===== src/rtl/multicycle_control_fsm_if.sv =====
// Control bundle between the multi-cycle control FSM and the RV32I datapath.
// The FSM side (master) consumes decode/branch/halt status and drives all strobes and selects.
interface multicycle_control_fsm_if;
  logic [6:0] opcode;
  logic       alu_bcond;
  logic       halt_req;
  logic       pc_write;
  logic       pc_source;
  logic       i_or_d;
  logic       mem_read;
  logic       mem_write;
  logic       ir_write;
  logic       mem_to_reg;
  logic       reg_write;
  logic       alu_src_a;
  logic [1:0] alu_src_b;
  logic [1:0] alu_op;
  logic       halted;

  modport master (
    input  opcode, alu_bcond, halt_req,
    output pc_write, pc_source, i_or_d, mem_read, mem_write, ir_write,
           mem_to_reg, reg_write, alu_src_a, alu_src_b, alu_op, halted
  );

  modport slave (
    output opcode, alu_bcond, halt_req,
    input  pc_write, pc_source, i_or_d, mem_read, mem_write, ir_write,
           mem_to_reg, reg_write, alu_src_a, alu_src_b, alu_op, halted
  );
endinterface


===== src/rtl/multicycle_control_fsm.sv =====
// Main control FSM of the multi-cycle RV32I core: sequences IF/ID/EX/MEM/WB,
// holding IF and MEM for MEM_LAT cycles, and decodes strobes from state + opcode.
module multicycle_control_fsm #(
  parameter int MEM_LAT = 1
) (
  input  logic                        clk,
  input  logic                        reset,
  multicycle_control_fsm_if.master    bus
);
  localparam logic [6:0] OP_ARITH   = 7'b0110011;
  localparam logic [6:0] OP_ARITHI  = 7'b0010011;
  localparam logic [6:0] OP_LOAD    = 7'b0000011;
  localparam logic [6:0] OP_STORE   = 7'b0100011;
  localparam logic [6:0] OP_BRANCH  = 7'b1100011;
  localparam logic [6:0] OP_JAL     = 7'b1101111;
  localparam logic [6:0] OP_JALR    = 7'b1100111;
  localparam logic [6:0] OP_ECALL   = 7'b1110011;
  localparam logic [3:0] LAST_CNT   = 4'(MEM_LAT - 1);

  typedef enum logic [2:0] {
    S_IF, S_ID, S_EX, S_MEM, S_WB, S_PCINC, S_HALT
  } state_e;

  state_e     state_q, state_d;
  logic [3:0] cnt_q, cnt_d;
  logic       halted_q;
  logic       last;

  logic       pc_write, pc_source, i_or_d, mem_read, mem_write, ir_write;
  logic       mem_to_reg, reg_write, alu_src_a;
  logic [1:0] alu_src_b, alu_op;

  assign last = (cnt_q == LAST_CNT);

  always_ff @(posedge clk) begin
    if (reset) begin
      state_q  <= S_IF;
      cnt_q    <= '0;
      halted_q <= 1'b0;
    end else begin
      state_q  <= state_d;
      cnt_q    <= cnt_d;
      halted_q <= (state_q == S_HALT);
    end
  end

  always_comb begin
    state_d    = state_q;
    cnt_d      = '0;
    pc_write   = 1'b0;
    pc_source  = 1'b0;
    i_or_d     = 1'b0;
    mem_read   = 1'b0;
    mem_write  = 1'b0;
    ir_write   = 1'b0;
    mem_to_reg = 1'b0;
    reg_write  = 1'b0;
    alu_src_a  = 1'b0;
    alu_src_b  = 2'b00;
    alu_op     = 2'b00;
    case (state_q)
      S_IF: begin
        mem_read = 1'b1;
        if (last) begin
          ir_write = 1'b1;
          state_d  = S_ID;
        end else begin
          cnt_d = cnt_q + 4'd1;
        end
      end
      S_ID: begin
        alu_src_b = 2'b10;
        state_d   = S_EX;
      end
      S_EX: begin
        case (bus.opcode)
          OP_ARITH: begin
            alu_src_a = 1'b1;
            alu_op    = 2'b10;
            state_d   = S_WB;
          end
          OP_ARITHI: begin
            alu_src_a = 1'b1;
            alu_src_b = 2'b10;
            alu_op    = 2'b10;
            state_d   = S_WB;
          end
          OP_LOAD, OP_STORE: begin
            alu_src_a = 1'b1;
            alu_src_b = 2'b10;
            state_d   = S_MEM;
          end
          OP_BRANCH: begin
            alu_src_a = 1'b1;
            alu_op    = 2'b01;
            if (bus.alu_bcond) begin
              // Target was parked in ALUOut during ID.
              pc_write  = 1'b1;
              pc_source = 1'b1;
              state_d   = S_IF;
            end else begin
              state_d = S_PCINC;
            end
          end
          OP_JAL: begin
            pc_write  = 1'b1;
            pc_source = 1'b1;
            alu_src_b = 2'b01;
            state_d   = S_WB;
          end
          OP_JALR: begin
            alu_src_b = 2'b01;
            state_d   = S_WB;
          end
          OP_ECALL: state_d = bus.halt_req ? S_HALT : S_PCINC;
          default:  state_d = S_PCINC;
        endcase
      end
      S_MEM: begin
        i_or_d = 1'b1;
        if (bus.opcode == OP_STORE) begin
          if (last) begin
            mem_write = 1'b1;
            pc_write  = 1'b1;
            alu_src_b = 2'b01;
            state_d   = S_IF;
          end
        end else begin
          mem_read = 1'b1;
          if (last) state_d = S_WB;
        end
        if (!last) cnt_d = cnt_q + 4'd1;
      end
      S_WB: begin
        reg_write  = 1'b1;
        mem_to_reg = (bus.opcode == OP_LOAD);
        state_d    = S_IF;
        if (bus.opcode == OP_JALR) begin
          // rs1 is consumed here before rd is written, so rd==rs1 is safe.
          pc_write  = 1'b1;
          alu_src_a = 1'b1;
          alu_src_b = 2'b10;
        end else if (bus.opcode != OP_JAL) begin
          pc_write  = 1'b1;
          alu_src_b = 2'b01;
        end
      end
      S_PCINC: begin
        pc_write  = 1'b1;
        alu_src_b = 2'b01;
        state_d   = S_IF;
      end
      S_HALT:  state_d = S_HALT;
      default: state_d = S_IF;
    endcase
  end

  assign bus.pc_write   = pc_write   & ~reset;
  assign bus.pc_source  = pc_source  & ~reset;
  assign bus.i_or_d     = i_or_d     & ~reset;
  assign bus.mem_read   = mem_read   & ~reset;
  assign bus.mem_write  = mem_write  & ~reset;
  assign bus.ir_write   = ir_write   & ~reset;
  assign bus.mem_to_reg = mem_to_reg & ~reset;
  assign bus.reg_write  = reg_write  & ~reset;
  assign bus.alu_src_a  = alu_src_a  & ~reset;
  assign bus.alu_src_b  = reset ? 2'b00 : alu_src_b;
  assign bus.alu_op     = reset ? 2'b00 : alu_op;
  assign bus.halted     = halted_q   & ~reset;
endmodule

===== src/flat_wrapper.sv =====
// flat-port wrapper written by rule: the top's interface ports become plain ports
module multicycle_control_fsm_flat 
#(
  parameter int MEM_LAT = 1
)
  (clk, reset, bus_opcode, bus_alu_bcond, bus_halt_req, bus_pc_write, bus_pc_source, bus_i_or_d, bus_mem_read, bus_mem_write, bus_ir_write, bus_mem_to_reg, bus_reg_write, bus_alu_src_a, bus_alu_src_b, bus_alu_op, bus_halted);
  multicycle_control_fsm_if bus_i ();
  input  logic clk;
  input  logic reset;
  input wire logic [$bits(bus_i.opcode)-1:0] bus_opcode;
  input wire logic [$bits(bus_i.alu_bcond)-1:0] bus_alu_bcond;
  input wire logic [$bits(bus_i.halt_req)-1:0] bus_halt_req;
  output wire logic [$bits(bus_i.pc_write)-1:0] bus_pc_write;
  output wire logic [$bits(bus_i.pc_source)-1:0] bus_pc_source;
  output wire logic [$bits(bus_i.i_or_d)-1:0] bus_i_or_d;
  output wire logic [$bits(bus_i.mem_read)-1:0] bus_mem_read;
  output wire logic [$bits(bus_i.mem_write)-1:0] bus_mem_write;
  output wire logic [$bits(bus_i.ir_write)-1:0] bus_ir_write;
  output wire logic [$bits(bus_i.mem_to_reg)-1:0] bus_mem_to_reg;
  output wire logic [$bits(bus_i.reg_write)-1:0] bus_reg_write;
  output wire logic [$bits(bus_i.alu_src_a)-1:0] bus_alu_src_a;
  output wire logic [$bits(bus_i.alu_src_b)-1:0] bus_alu_src_b;
  output wire logic [$bits(bus_i.alu_op)-1:0] bus_alu_op;
  output wire logic [$bits(bus_i.halted)-1:0] bus_halted;
  assign bus_i.opcode = bus_opcode;
  assign bus_i.alu_bcond = bus_alu_bcond;
  assign bus_i.halt_req = bus_halt_req;
  assign bus_pc_write = bus_i.pc_write;
  assign bus_pc_source = bus_i.pc_source;
  assign bus_i_or_d = bus_i.i_or_d;
  assign bus_mem_read = bus_i.mem_read;
  assign bus_mem_write = bus_i.mem_write;
  assign bus_ir_write = bus_i.ir_write;
  assign bus_mem_to_reg = bus_i.mem_to_reg;
  assign bus_reg_write = bus_i.reg_write;
  assign bus_alu_src_a = bus_i.alu_src_a;
  assign bus_alu_src_b = bus_i.alu_src_b;
  assign bus_alu_op = bus_i.alu_op;
  assign bus_halted = bus_i.halted;
  multicycle_control_fsm #(.MEM_LAT(MEM_LAT)) u_core (.clk(clk), .reset(reset), .bus(bus_i));
endmodule

===== config.mk =====
export PLATFORM = sky130hd
export DESIGN_NAME = multicycle_control_fsm_flat
export DESIGN_NICKNAME = d
export VERILOG_FILES = /design/src/rtl/multicycle_control_fsm_if.sv /design/src/rtl/multicycle_control_fsm.sv /design/src/flat_wrapper.sv
export SDC_FILE = /design/constraint.sdc
export NUM_CORES = 1
export LEC_CHECK = 0
export CELL_PAD_IN_SITES_DETAIL_PLACEMENT = 0
export CELL_PAD_IN_SITES_GLOBAL_PLACEMENT = 2
export CORE_ASPECT_RATIO = 1.1
export CORE_MARGIN = 8
export CORE_UTILIZATION = 25
export DETAILED_ROUTE_END_ITERATION = 8
export PLACE_DENSITY_LB_ADDON = 0.15
export RECOVER_POWER = 50
export SETUP_SLACK_MARGIN = 0.3
export SYNTH_ARGS = -nofsm -noshare
export SYNTH_HDL_FRONTEND = slang
export SYNTH_SLANG_ARGS = --single-unit

===== constraint.sdc =====
create_clock -name clk -period 5.7 [get_ports clk]
set_input_delay 0.855 -clock clk [delete_from_list [all_inputs] [get_ports clk]]
set_output_delay 0.855 -clock clk [all_outputs]
set_load 0.02 [all_outputs]

==> flow_summary.json, run 1 <==
{
  "core_mm2": 0.00280,
  "grt_util_all_layers_pct": 9.73,
  "final_cell_mix": "clkdlybuf4s50_1 (19), nand2_1 (12), nor2_1 (11)",
  "wl_per_cell_um": 14.5,
  "critPathKind": "primary input to output pin",
  "diodes": 0,
  "finalHoldViolations": 0,
  "synth_cell_types": 42,
  "crit_required_ns": 4.85,
  "antenna_found_initial": 0,
  "synth_area_um2": 741,
  "drcViolationCount": 0,
  "routed_wl_mm": 2.32,
  "setup_viol": 0,
  "hpwlAfterDp_mm": 1.84,
  "slew_violations": 0,
  "cp.arrival_ns": 3.54,
  "cts.sinks": 8,
  "relSlewSlack_pct": 64.1,
  "met2_length_mm": 1.11,
  "fin_ws_ns": 1.31,
  "fin_area_mm2": 0.00102,
  "final_cells": 160,
  "overflow": 0,
  "syn_nets": 120,
  "gp_congestion": 0.738,
  "numPortBuffers": 24,
  "cts_buffers": 3,
  "die_h_um": 73.1,
  "grt_pass1_wl_mm": 3.84,
  "p_seq_share_pct": 43.1,
  "cts_tree": "yes",
  "fin_crit_sh_pct": 77.1,
  "final_util_pct": 36.3,
  "grt_pass1_vias": 848,
  "regToRegEndpoint": "u_core.state_q[2]",
  "syn_inst": 107,
  "p_leak_nw": 0.349,
  "worst_clock_skew_ns": 0.0114,
  "dpl-instance-area_um2": 995,
  "place_inst": 157,
  "seq_area_frac_synth_pct": 21.6,
  "routed-wl-met3_um": 102,
  "pin_count": 25,
  "htreeDepth": 1,
  "ir_drop_uv": 85.8,
  "synth_seq_cells": 8,
  "dr.max_layer_used": "met4",
  "cts_root_buffer": "clkbuf_4",
  "worstHoldStart": "u_core.cnt_q[0]",
  "syn_area_per_cell_um2": 6.92,
  "finalCriticalPeriod_ns": 4.39,
  "hold_end": "u_core.cnt_q[0]",
  "drtPass1Iterations": 4,
  "fin_nets": 142,
  "path_cells": "dlygate4sd3_1 -> or4b_1 -> or4_4 -> o311a_1 -> nor4_2 -> clkdlybuf4s50_1",
  "whs_path_depth": 1,
  "place_ws_ns": 1.37,
  "p_per_area_mw_per_mm2": 139,
  "hold_class": "register to register",
  "max_freq_mhz": 228,
  "cp_max_fo": 7,
  "final_common_cell": "clkdlybuf4s50_1",
  "initial_core_util_pct": 26.4,
  "start_kind": "primary input",
  "area_growth_pct": 37.3,
  "total_power_mw": 0.142,
  "rsz0062_at_grt": "no",
  "pwr-share-clk_pct": 30.9,
  "drtAntennaViolNets": 0,
  "rr_worst_depth": 6,
  "hold_ws_ns": 0.467,
  "rrSetupSlack_ns": 4.02,
  "vias": 841,
  "startpoint": "bus_opcode[2]",
  "die_w_um": 67.9,
  "ctsResizeCount": 0,
  "p_int_mw": 0.0988,
  "cts_hold_buf": 0,
  "cts_setup_buffers": 0,
  "comb_power_share_pct": 26.0,
  "slowest_stage": "clkdlybuf4s50_1",
  "die_area_mm2": 0.00496,
  "fin_tns_setup_ns": 0,
  "cts.path.max_buffers": 2,
  "cap_violations": 0,
  "drt-met1-wl_mm": 1.07,
  "path_clk_slew_ns": 0.05,
  "switchingPower_mw": 0.0429,
  "drtIter0Drc": 39,
  "drive_above_1_share_pct": 4.72,
  "insertion_delay_ns": 0.26,
  "status": "finished, final reports clean",
  "grt_max_degree": 15,
  "end_kind": "output pin",
  "vias_per_cell": 5.26,
  "yosys_warnings": 0,
  "rows": 20,
  "cpPeakStageDelay_ns": 0.64,
  "rr_startpoint": "u_core.cnt_q[0]",
  "switching_share_pct": 30.3,
  "worst_pin_slew_ns": 0.524
}
-- worst max-delay path by stage --
stage | to | slack, ns | depth (start not counted)
3_3_place_gp | bus_pc_write | 1.40 | 6
4_1_cts | bus_pc_write | 1.38 | 6
2_1_floorplan | bus_pc_write | 2.35 | 4
5_1_grt | bus_pc_write | 1.22 | 6
6_report | bus_pc_write | 1.31 | 6
3_5_place_dp | bus_pc_write | 1.37 | 6
-- cells by family after synthesis --
logic type      synth area share, %
xor+xnor                       3.55
fa+ha+maj                      3.38
flops                          21.6
compound gates                 19.9
simple gates                   44.3
buf+inv                        7.26
-- per-layer routing --
layer,vias up,track usage [%]
li1,424,-
met1,392,11.0
met2,21,16.8
met3,4,1.84
met4,0,4.78
met5,-,0
-- synth_stat cells, drive strengths merged --
master,instances,area share (%)
and3,1,0.85
a21oi,6,4.1
nand2b,2,1.7
or4b,1,1.4
nand4,1,0.85
nand2,12,6.1
xnor2,2,2.4
nor2b,4,3.4
buf,1,0.68
a41o,1,1.4
inv,7,3.5
xor2,1,1.2
or4,1,1.5
or2,3,2.5
a211oi,1,1.0
o311a,1,1.4
or2b,1,1.0
nor4,3,3.4
dfxtp,8,22
nor2,11,5.6
or3b,1,1.2
o32ai,1,1.2
o21ai,2,1.4
nand3,3,2.0
and2,1,0.85
a2111oi,2,2.4
o22ai,1,0.85
nand3b,1,1.0
clkbuf,6,3.0
and3b,1,1.2
a311oi,1,1.2
ha,2,3.4
a22oi,1,1.0
or3,2,1.7
o2bb2ai,1,1.2
and4bb,1,1.7
a21boi,2,2.0
o211ai,1,1.0
nor3,8,5.4
nor3b,1,1.0
-- critical path: cells and delay by family --
kind	cells	cell delay, ns
and+or+nand+nor	3	1.29
buffers and inverters	2	1.26
AOI/OAI and AO/OA	1	0.13
-- cell type report --
| class | count | area (µm²) |
|---|---|---|
| Inverter | 7 | 26.3 |
| Multi-Input combinational cell | 85 | 527 |
| Sequential cell | 8 | 160 |
| Fill cell | 312 | 1790 |
| Tap cell | 33 | 41.3 |
| Clock buffer | 3 | 22.5 |
| Timing Repair Buffer | 24 | 240 |
-- state kept, by name, indices dropped and copies added, names as in the netlist --
signal           flops
u_core.cnt_q         4
u_core.state_q       3
u_core.halted_q      1
-- power by group through the flow --
stage / registers [mW] / clock network (mW) / logic, mW
2_1_floorplan: 0.0589 / 0 / 0.0226
3_3_place_gp: 0.0622 / 0 / 0.0376
3_5_place_dp: 0.0621 / 0 / 0.0374
4_1_cts: 0.0609 / 0.0462 / 0.0375
5_1_grt: 0.0612 / 0.0482 / 0.0402
6_report: 0.0611 / 0.0438 / 0.0368
Power figures use the tool's default switching activity.
==> run 2, diff against run 1 <==
--- a/config.mk
+++ b/config.mk
@@ -9,7 +9,7 @@
 export CELL_PAD_IN_SITES_GLOBAL_PLACEMENT = 2
 export CORE_ASPECT_RATIO = 1.1
 export CORE_MARGIN = 8
-export CORE_UTILIZATION = 25
+export CORE_UTILIZATION = 21
 export DETAILED_ROUTE_END_ITERATION = 8
 export PLACE_DENSITY_LB_ADDON = 0.15
 export RECOVER_POWER = 50
==> constraint.sdc (replaced) <==
create_clock -name clk -period 3.9 [get_ports clk]
set_input_delay 0.585 -clock clk [delete_from_list [all_inputs] [get_ports clk]]
set_output_delay 0.585 -clock clk [all_outputs]
set_load 0.02 [all_outputs]
==> run 2 against run 1 <==
Against the previous run:
- first-iteration DRC count is 26% lower
- die area grew 15%
- clock-buffer cell count unchanged
- via count is 0.48% higher
- clock skew fell by 0.0077 ns
- sequential share of layout area fell by 0.84 points
- utilization decreased by 4.3 points
- register-to-register slack got worse by 1.8 ns
- flip-flop and latch count stayed put
- cell count is 13% higher
- worst setup slack got worse by 0.83 ns
- critical path type unchanged
==> flow_summary.json, run 2 (synthesized netlist as in run 1, its figures left out) <==
{
  "status": "finished, final reports clean",
  "final_common_cell": "clkdlybuf4s50_1",
  "path_buf_inv": 2,
  "fin_nets": 148,
  "initial_core_util_pct": 22.1,
  "reg_top3": "u_core.cnt_q: 4 flops, u_core.state_q: 3 flops, u_core.halted_q: 1 flops",
  "rows": 22,
  "p_per_area_mw_per_mm2": 196,
  "wl_per_cell_um": 13.5,
  "grt_util_all_layers_pct": 8.47,
  "cts_tree": "yes",
  "final_util_pct": 32.0,
  "rsz0062_at_grt": "no",
  "final_cell_mix": "clkdlybuf4s50_1 (18), nand2_1 (12), nor2_1 (11)",
  "die_w_um": 72.6,
  "grt_pass1_wl_mm": 3.88,
  "antenna_found_initial": 0,
  "critPathKind": "primary input to output pin",
  "fin_crit_sh_pct": 87.7,
  "path_clk_slew_ns": 0.05,
  "cts_buffers": 3,
  "die_h_um": 78.3,
  "start_kind": "primary input",
  "path_cells": "clkdlybuf4s50_1 -> or4b_1 -> or4_4 -> nor2_1 -> clkdlybuf4s50_1",
  "fin_tns_setup_ns": 0,
  "numPortBuffers": 24,
  "hpwlAfterDp_mm": 1.94,
  "cts.path.max_buffers": 2,
  "p_leak_nw": 0.382,
  "worst_clock_skew_ns": 0.00378,
  "slew_violations": 0,
  "htreeDepth": 1,
  "slowest_stage": "clkdlybuf4s50_1",
  "insertion_delay_ns": 0.25,
  "max_freq_mhz": 292,
  "diodes": 0,
  "cp_max_fo": 3,
  "grt_pass1_vias": 828,
  "vias_per_cell": 4.67,
  "finalHoldViolations": 0,
  "largest-register": "u_core.cnt_q",
  "relSlewSlack_pct": 65.3,
  "area_growth_pct": 45.1,
  "drtAntennaViolNets": 0,
  "core_mm2": 0.00336,
  "ir_drop_uv": 66.7,
  "gp_congestion": 0.751,
  "pin_count": 25,
  "finalCriticalPeriod_ns": 3.42,
  "worst_pin_slew_ns": 0.521,
  "drive_above_1_share_pct": 8.27,
  "crit_top_cell": "clkdlybuf4s50_1",
  "cp.arrival_ns": 2.84,
  "cpPeakStageDelay_ns": 0.62,
  "setup_viol": 0,
  "hold_class": "register to register",
  "drcViolationCount": 0,
  "routed_wl_mm": 2.44,
  "crit_required_ns": 3.31,
  "cap_violations": 0,
  "overflow": 0,
  "drtIter0Drc": 29,
  "grt_max_degree": 15,
  "die_area_mm2": 0.00569,
  "drtPass1Iterations": 4,
  "critPathTopFamily": "simple AND/OR/NAND/NOR gates",
  "largest_register_ffs": 4,
  "end_kind": "output pin",
  "cts.sinks": 8,
  "cts_root_buffer": "clkbuf_4",
  "vias": 845
}
==> run 2: cell count changes in the layout (fill, tap and decap cells not counted), sizes merged <==
cell / previous run / this run
dlygate4sd3: 5 / 4
dlygate4sd2: 0 / 2
buf: 0 / 5
clkbuf: 3 / 4
clkdlybuf4s50: 19 / 18
==> run 2: path summary, 6_finish.rpt <==
kind | from | endpoint | slack, ns | cells past startpoint
setup / recovery | bus_opcode[3] | bus_mem_write | 0.48 | 5
setup reg to reg | u_core.cnt_q[0] | u_core.state_q[2] | 2.21 | 6
hold reg to reg | u_core.cnt_q[0] | u_core.cnt_q[0] | 0.46 | 1
hold / removal | u_core.cnt_q[0] | u_core.cnt_q[0] | 0.46 | 1
==> run 2: stage by stage <==
stage	hold WS (ns)	instances	worst slack, ns	cell area, µm²	total power [mW]
after global routing	0.518	181	0.407	1070	0.224
after global placement	0.448	178	0.248	1060	0.151
final	0.462	181	0.479	1070	0.210
after floorplan	0.430	107	1.09	741	0.119
after CTS	0.468	181	0.477	1080	0.216
after detailed placement	0.455	178	0.238	1060	0.151
==> run 2: routing by layer <==
metal  global-route usage (%)  share of wire [%]  vias to the layer above
li1                         -                  -                      435
met1                     9.39                 44                      379
met2                     14.4                 49                       29
met3                     2.29                6.0                        2
met4                     4.21                1.4                        0
met5                        0                  0                        -
==> run 2: power breakdown <==
group,switching [mW],internal [mW],total (mW)
logic,0.0295,0.0291,0.0586
clock network,0.0277,0.0352,0.0629
registers,0.00540,0.0835,0.0889
total,0.0626,0.148,0.210
==> run 2: what timing repair did <==
action	CTS	global route
setup endpoints to repair	2	0
buffers inserted	0	0
resized for setup	2	0
hold buffers	0	0
==> run 2: layout make-up <==
cell class              count  area (µm²)
fillers                   380        2280
multi-input cells          85         527
repair buffers             30         279
flip-flops and latches      8         160
well taps                  48        60.1
inverters                   7        26.3
clock buffers               3        22.5
